==> config.mk <==
export PLATFORM = sky130hd
export DESIGN_NAME = ama_riscv_imem_loader
export DESIGN_NICKNAME = d
export VERILOG_FILES = /design/src/rtl/ama_riscv_imem_loader.sv
export SDC_FILE = /design/constraint.sdc
export NUM_CORES = 1
export LEC_CHECK = 0
export ABC_AREA = 1
export CAP_MARGIN = 20
export CORE_ASPECT_RATIO = 0.6
export CORE_UTILIZATION = 33
export DETAILED_ROUTE_END_ITERATION = 10
export PLACE_DENSITY = 0.54
export RECOVER_POWER = 100
export SYNTH_ARGS = -nofsm -noshare
export SYNTH_HDL_FRONTEND = slang
export SYNTH_SLANG_ARGS = --single-unit
export TNS_END_PERCENT = 50
==> constraint.sdc <==
create_clock -name clk -period 5 [get_ports clk]
set_clock_uncertainty 0.05 [all_clocks]
set_input_delay 0.5 -clock clk [delete_from_list [all_inputs] [get_ports clk]]
set_output_delay 0.5 -clock clk [all_outputs]
set_load 0.02 [all_outputs]
==> src/rtl/ama_riscv_imem_loader.sv <==
// ama_riscv_imem_loader
// Writer side of the instruction memory. It takes a framed byte stream from
// the UART RX path, builds little-endian 32-bit words from it and writes them
// through the IMEM write port. Programs can then be loaded at runtime.
//
// Frame: A0 A1 | C0 C1 | 4*N data bytes (LSB first per word) | S
//   start address = {A1,A0}[ADDR_W-1:0], word count N = {C1,C0},
//   S = sum of the data bytes, modulo 256.
//
// Ports
//   clk, rst      clock, asynchronous active-high reset
//   rx_data       incoming byte
//   rx_valid      rx_data is valid
//   rx_ready      loader accepts a byte (registered, 0 in reset and in RESP)
//   wea           IMEM write enable, one-cycle pulse
//   addra         IMEM word address
//   dina          IMEM write data
//   load_active   frame in progress (top level holds the core in reset)
//   load_done     one-cycle pulse: frame complete, checksum matched
//   load_err      one-cycle pulse: frame aborted
//   err_code      00 none, 01 range, 10 checksum, 11 timeout; holds until next A0
//   dbg_state     current FSM state (debug visibility only)
//
// Handshake: a byte transfers on a rising clk edge where rx_valid && rx_ready
// are both high. The sender keeps rx_data stable while rx_valid is high and
// may not withdraw a byte before it is accepted; rx_ready does not depend on
// rx_valid in the same cycle.
module ama_riscv_imem_loader #(
  parameter int ADDR_W         = 14,
  parameter int TIMEOUT_CYCLES = 1000000
) (
  input  logic              clk,
  input  logic              rst,
  input  logic [7:0]        rx_data,
  input  logic              rx_valid,
  output logic              rx_ready,
  output logic              wea,
  output logic [ADDR_W-1:0] addra,
  output logic [31:0]       dina,
  output logic              load_active,
  output logic              load_done,
  output logic              load_err,
  output logic [1:0]        err_code,
  output logic [2:0]        dbg_state
);

  typedef enum logic [2:0] {
    IDLE = 3'd0,
    HDR  = 3'd1,
    DATA = 3'd2,
    CSUM = 3'd3,
    RESP = 3'd4
  } state_t;

  localparam int          DEPTH   = 2**ADDR_W;
  localparam logic [16:0] DEPTH_X = 17'(DEPTH);
  localparam int          TW      = (TIMEOUT_CYCLES > 1) ? $clog2(TIMEOUT_CYCLES + 1) : 1;
  localparam logic [TW-1:0] T_LAST = TW'((TIMEOUT_CYCLES > 0) ? TIMEOUT_CYCLES - 1 : 0);

  state_t            state;
  state_t            next_state;
  logic [7:0]        a0;
  logic [ADDR_W-1:0] start_addr;
  logic [7:0]        cnt_lo;
  logic [15:0]       words_left;
  logic [ADDR_W-1:0] addr;
  logic [1:0]        bidx;
  logic [23:0]       asm_word;
  logic [7:0]        csum;
  logic [TW-1:0]     tcnt;

  logic              accept;
  logic [15:0]       n_full;
  logic [16:0]       end_sum;
  logic              range_bad;
  logic              timed_out;
  logic              resp_ok;
  logic [1:0]        resp_code;

  assign accept  = rx_valid && rx_ready;
  assign n_full  = {rx_data, cnt_lo};
  // 17-bit sum so that start + N == DEPTH is representable and legal.
  assign end_sum   = 17'(start_addr) + {1'b0, n_full};
  assign range_bad = (end_sum > DEPTH_X) || ({1'b0, n_full} > DEPTH_X);
  // tcnt counts idle cycles already seen; this cycle is the TIMEOUT_CYCLES-th.
  assign timed_out = (TIMEOUT_CYCLES != 0) && !accept && (tcnt == T_LAST);
  assign dbg_state = state;

  always_comb begin
    next_state = state;
    resp_ok    = 1'b0;
    resp_code  = 2'b00;
    case (state)
      IDLE: begin
        if (accept) next_state = HDR;
      end
      HDR: begin
        if (timed_out) begin
          next_state = RESP;
          resp_code  = 2'b11;
        end else if (accept && bidx == 2'd2) begin
          if (range_bad) begin
            next_state = RESP;
            resp_code  = 2'b01;
          end else if (n_full == 16'd0) begin
            next_state = CSUM;
          end else begin
            next_state = DATA;
          end
        end
      end
      DATA: begin
        if (timed_out) begin
          next_state = RESP;
          resp_code  = 2'b11;
        end else if (accept && bidx == 2'd3 && words_left == 16'd1) begin
          next_state = CSUM;
        end
      end
      CSUM: begin
        if (timed_out) begin
          next_state = RESP;
          resp_code  = 2'b11;
        end else if (accept) begin
          next_state = RESP;
          if (rx_data == csum) resp_ok = 1'b1;
          else resp_code = 2'b10;
        end
      end
      RESP: begin
        next_state = IDLE;
      end
      default: begin
        next_state = IDLE;
      end
    endcase
  end

  always_ff @(posedge clk or posedge rst) begin
    if (rst) state <= IDLE;
    else     state <= next_state;
  end

  always_ff @(posedge clk or posedge rst) begin
    if (rst) begin
      rx_ready    <= 1'b0;
      wea         <= 1'b0;
      addra       <= '0;
      dina        <= '0;
      load_active <= 1'b0;
      load_done   <= 1'b0;
      load_err    <= 1'b0;
      err_code    <= 2'b00;
      a0          <= '0;
      start_addr  <= '0;
      cnt_lo      <= '0;
      words_left  <= '0;
      addr        <= '0;
      bidx        <= '0;
      asm_word    <= '0;
      csum        <= '0;
      tcnt        <= '0;
    end else begin
      wea         <= 1'b0;
      load_done   <= 1'b0;
      load_err    <= 1'b0;
      // Registered so that RESP drops ready and active in its own cycle.
      rx_ready    <= (next_state != RESP);
      load_active <= (next_state == HDR) || (next_state == DATA) || (next_state == CSUM);

      if ((state == HDR || state == DATA || state == CSUM) && !accept)
        tcnt <= tcnt + TW'(1);
      else
        tcnt <= '0;

      case (state)
        IDLE: begin
          if (accept) begin
            a0       <= rx_data;
            err_code <= 2'b00;
            bidx     <= 2'd0;
            csum     <= 8'd0;
          end
        end
        HDR: begin
          if (accept) begin
            case (bidx)
              2'd0:    start_addr <= ADDR_W'({rx_data, a0});
              2'd1:    cnt_lo     <= rx_data;
              default: begin
                words_left <= n_full;
                addr       <= start_addr;
              end
            endcase
            bidx <= (bidx == 2'd2) ? 2'd0 : bidx + 2'd1;
          end
        end
        DATA: begin
          if (accept) begin
            asm_word <= {rx_data, asm_word[23:8]};
            csum     <= csum + rx_data;
            bidx     <= bidx + 2'd1;
            if (bidx == 2'd3) begin
              wea        <= 1'b1;
              addra      <= addr;
              dina       <= {rx_data, asm_word};
              // Wraps only after the final word of an end-of-memory frame,
              // where it is never used again.
              addr       <= addr + ADDR_W'(1);
              words_left <= words_left - 16'd1;
            end
          end
        end
        default: begin
        end
      endcase

      if (next_state == RESP) begin
        load_done <= resp_ok;
        load_err  <= !resp_ok;
        if (!resp_ok) err_code <= resp_code;
      end
    end
  end

endmodule

---- After elaboration in Yosys (flattened, before gate mapping) ----
Index checks and enable logic that the tools add are counted.
storage, ports and cells
  register bits after elaboration ......... 170
  input bits .............................. 11
  output and inout port bits .............. 56
operators by class
  equality and inequality tests ........... 19
  $lt $le $gt $ge ......................... 2
  reductions and logical operators ........ 28
  $add $sub $neg .......................... 6
  muxes and demuxes ....................... 50
operator list
  kind                                                                                number
  16-bit two-way mux                                                                  4
  14-bit two-way mux                                                                  4
  16-bit case mux with 2 select lines                                                 1
  14-bit case mux with 2 select lines                                                 1
  2-bit two-way mux                                                                   13
  3-bit two-way mux                                                                   8
  20-bit by 1-bit adder with 20-bit output (second input constant)                    1
  20-bit == test (second input constant)                                              1
  20-bit two-way mux                                                                  1
  14-bit by 16-bit adder with 17-bit output                                           1
  17-bit by 15-bit greater-than comparator with 1-bit output (second input constant)  1
  16-bit by 1-bit == test with 1-bit output (second input constant)                   1
  16-bit by 15-bit greater-than comparator with 1-bit output (second input constant)  1
  16-bit zero test                                                                    1
  8-bit two-way mux                                                                   2
  8-bit case mux with 2 select lines                                                  1
  16-bit by 1-bit subtractor with 16-bit output (second input constant)               1
  14-bit by 1-bit adder with 14-bit output (second input constant)                    1
  3-bit by 2-bit == test with 1-bit output (second input constant)                    4
  1-bit two-way mux                                                                   12
  2-bit case mux with 3 select lines                                                  2
  3-bit case mux with 4 select lines                                                  1
  3-bit AND reduction                                                                 4
  2-bit inequality test (second input constant)                                       5
  other kinds (19)                                                                    33

---- Longest topological paths before layout ----
  word-level depth ........................ 10
  depth in mapped cells ................... 20
  depth with buffers taken out ............ 20

---- Least setup slack after synthesis ----
OpenSTA, ideal clock, no wires.
  kind .................................... reg2reg
  start ................................... register cnt_lo[0]
  end ..................................... register state[2], in the netlist dbg_state[2]
  stages on the path, launching flop included .. 16
  setup slack ............................. 2.652 ns
  data arrival time ....................... 2.165 ns
  path through ............................ dfrtp_1 > ha_1 > fa_1 > or2_2 > nor2_1 > nand3_1 > nor2_1 > nand3_1 > nor2_1 > nand3_1 > nand2_1 > nand2_1 > nand2_1 > nand2_1 > nand2_1 > nand2_1
on the way
  word-level cells in the longest chain between the ends .. 7
  elaborated cells between the ends (all ways) .. 8
  those cells by class .................... 1 x add/sub; 2 x order compare; 4 x mux; 1 x reduce/logical
ends and longest elaborated chain
  what                                                        RTL line  text
  start: declaration                                          64        logic [7:0] cnt_lo;
  start signal: assignment                                    189       2'd1: cnt_lo <= rx_data;
  14-bit by 16-bit adder with 17-bit output                   83        assign end_sum = 17'(start_addr) + {1'b0, n_full};
  17-bit by 15-bit greater-than comparator with 1-bit output  84        assign range_bad = (end_sum > DEPTH_X) || ({1'b0, n_full} > DEPTH_X);
  1-bit logical OR *                                          84
  3-bit two-way mux *                                         102       if (range_bad) begin
  3-bit two-way mux *                                         101       end else if (accept && bidx == 2'd2) begin
  3-bit two-way mux *                                         98        if (timed_out) begin
  3-bit case mux with 4 select lines *                        93        case (state)
  named net next_state[2]                                     61        state_t next_state;
  end signal: assignment                                      141       else state <= next_state;
  end: declaration                                            60        state_t state;
The timed path passes the listed nets; every way through them passes the cells marked *.
A chain may end at the register's enable or synchronous reset.

---- Worst setup path after layout ----
  start ................................... register state[2], in the netlist dbg_state[2]
  end ..................................... register words_left[10]
on the way
  word-level cells in the longest chain between the ends .. 3
  elaborated cells between the ends (all ways) .. 9
  those cells by class .................... 6 x eq/ne; 1 x mux; 2 x reduce/logical
ends and longest elaborated chain
  what                                                                                                         RTL line  text
  3-bit by 2-bit == test with 1-bit output / 3-bit by 1-bit == test with 1-bit output (equally long branches)  176       case (state)
  2-bit inequality test (no source line) / 2-bit nonzero test (equally long branches)                          n/a
  5-bit AND reduction (no source line)                                                                         n/a
  end signal: assignment                                                                                       191       words_left <= n_full;
  end signal: assignment                                                                                       210       words_left <= words_left - 16'd1;
  end: declaration                                                                                             65        logic [15:0] words_left;
Parallel ways exist; a longest one is shown, timed or not.

==> results_dict.tcl <==
set metrics [dict create \
    syn_avg_cell_area_um2 8.03 \
    clk_pin_slew_worst_paths_ns 0.07 \
    clk_latency_ns 0.45 \
    maxSlewHeadroom_pct -71.9 \
    arrival_ns 4.01 \
    rows 45 \
    port_buffers 66 \
    postRouteAntennaNets 0 \
    synthCells 1101 \
    cts_sinks 170 \
    rsz0062_at_grt "false" \
    mostFrequentLayoutCells "nand2_1 (278), dfrtp_1 (170), inv_1 (143)" \
    overflow 0 \
    ys_seq_area_share_pct 48.1 \
    ys_seq_elements 170 \
    endpoint_kind "flop" \
    synth_top_cell_area_share_pct 48.1 \
    dieArea_um2 27500 \
    grt_max_degree 171 \
    cts_resized 0 \
    drive_above_1_share_pct 5.22 \
    synth_fp_nets 1145 \
    hold_slack_ns 0.412 \
    cts_hold_buf 0 \
    fmax_ghz 0.270 \
    min_path_type "reg2reg" \
    synth-async-reset-ratio_pct 100 \
    wirelength_um 24200 \
    synth_top_area_cell "dfrtp_1" \
    die_h_um 129 \
    final.min_clock_period_ns 3.70 \
    startpoint_type "flop" \
    via_per_inst 4.82 \
    die_w_um 213 \
    critPathMaxFanout 43 \
    synth-main-ff-cell "dfrtp_1" \
    drt_iter0_drc 627 \
    drcViolationCount 0 \
    wire_per_inst_um 15.9 \
    cts_tree "built" \
    nNetsFinal 1200 \
    powerDensity_nw_per_um2 583 \
    syn_area_um2 8840 \
    antenna_found_initial 1 \
    yosys-top-cells-area "dfrtp_1 (48%), nand2_1 (12%), inv_1 (5.9%)" \
    cts-root-buf "clkbuf_16" \
    cts_buffers 17 \
    core_area_um2 25800 \
    violations "max-capacitance violations, max-slew violations" \
    htreeDepth 4 \
    cap_viol_max_count 3 \
    critPathKind "reg2reg" \
    peakVddDrop_uv 226 \
    post-cts-setup-buffers 0 \
    grt_pass1_vias 6717 \
    dp_hpwl_um 17400 \
    critPathRequiredTime_ns 5.31 \
    grtUsageTotal_pct 18.8 \
    n_antenna_cell 0 \
    final-setup-viol-count 0 \
    grt_pass1_wl_um 38700 \
    synth_edf_count 0 \
    start_util_pct 34.3 \
    hold_viol 0 \
    tightest_slew_ns 2.55 \
    drt_first_pass_iters 5 \
    slew_viol_final 244 \
    ys_warn_count 0 \
    layout_commonest_cell "nand2_1" \
    vias 7321 \
    place_congestion 0.861 \
    cts.path.max_buffers 2 \
    synth_cell_type_count 51 \
    fin_crit_sh_pct 74.1 \
    p_leak_nw 5.05 \
    status "complete, but fails checks" \
    syn_to_final_growth_pct 17.7 \
    fin_setup_tns_ns 0 \
    io_pins 67 \
]
-- state kept, by name, indices dropped and copies added (netlist names), 2 cells and up --
register,count
tcnt,20
bidx,2
err_code,2
dbg_state,3
words_left,16
addra,14
asm_word,24
dina,32
start_addr,14
csum,8
cnt_lo,8
addr,14
a0,8
-- path summary, 6_finish.rpt --
kind | start | cells after the start | slack (ns) | endpoint
worst min-delay path | tcnt[0]$_DFF_PP0_ | 1 | 0.41 | tcnt[0]$_DFF_PP0_
max in group asynchronous | rst | 3 | 2.04 | addra[2]$_DFFE_PP0P_
worst max-delay path | dbg_state[2]$_DFF_PP0_ | 14 | 1.30 | words_left[10]$_DFFE_PP0P_
worst min register to register | tcnt[0]$_DFF_PP0_ | 1 | 0.41 | tcnt[0]$_DFF_PP0_
min in group asynchronous | rst | 3 | 1.40 | dina[22]$_DFFE_PP0P_
worst max register to register | dbg_state[2]$_DFF_PP0_ | 14 | 1.30 | words_left[10]$_DFFE_PP0P_
-- cell type report --
type | instances | area (um2)
clock buffers | 19 | 433
flip-flops and latches | 170 | 4250
inverters | 151 | 571
fillers | 2668 | 15400
well taps | 352 | 440
clock inverters | 12 | 154
repair buffers | 71 | 694
multi-input cells | 745 | 3860
-- power breakdown --
part	internal (W)	switching [W]	total, W
combinational	0.000877	0.00153	0.00240
clock	0.000752	0.000611	0.00136
sequential	0.00188	0.000416	0.00230
total	0.00351	0.00255	0.00607
-- worst max-delay path, stage by stage, from the launching register on --
cell,delay (ns)
dfrtp_1,0.45
nor2_2,0.14
inv_1,0.08
nor2_4,0.08
inv_1,0.42
nor2_1,0.37
inv_1,0.22
nor2_8,0.18
o21ai_0,0.09
buf_4,0.21
inv_2,0.55
o21ai_0,0.27
a21oi_1,0.22
o211ai_1,0.10
o21ai_0,0.12
-- logic make-up after synthesis --
kind of cell | count (synthesis) | synth area share (%)
AO/OA/AOI/OAI | 229 | 14.2
adder cells (fa/ha/maj) | 33 | 4.84
AND/OR/NAND/NOR | 468 | 23.1
multiplexers | 8 | 1.02
flip-flops | 170 | 48.1
buffers and inverters | 186 | 8.01
XOR/XNOR | 7 | 0.694
-- Yosys cell counts (3+ instances only) --
cell type    n
nor3b_1      9
nand2_2      3
nor2_4       4
mux2_2       3
nor2_1      74
a22oi_1      5
a21oi_1     40
nor2_2       4
buf_2        8
a31oi_1      6
nor3_1      19
nor3_2       4
o211ai_1    10
nand2_1    278
o21ai_0    100
o22ai_1      7
nor4_1       7
dfrtp_1    170
o21ai_1     45
inv_1      139
mux2_1       5
inv_2       11
nand4_1     11
xor2_1       6
nand3_1     45
clkbuf_1    25
ha_1        31
-- stage by stage --
| step | worst slack, ns | std cells | util, % | cell area [um2] | total power [W] |
|---|---|---|---|---|---|
| 6_report | 1.30 | 1520 | 40.3 | 10400 | 0.00607 |
| 5_1_grt | 0.957 | 1520 | 40.3 | 10400 | 0.00657 |
| 4_1_cts | 1.87 | 1520 | 40.5 | 10400 | 0.00620 |
| 3_5_place_dp | 1.59 | 1489 | 38.2 | 9850 | 0.00481 |
| 3_3_place_gp | 1.65 | 1489 | 38.2 | 9850 | 0.00478 |
| 2_1_floorplan | 2.28 | 1101 | - | 8840 | 0.00390 |
-- routing by layer --
metal	share of wire, %	global-route usage [%]
met3	5.4	4.74
met5	0	0
met2	37	23.0
met1	57	31.0
met4	1.2	5.29
Note: power is estimated with default switching activity, not from simulation.
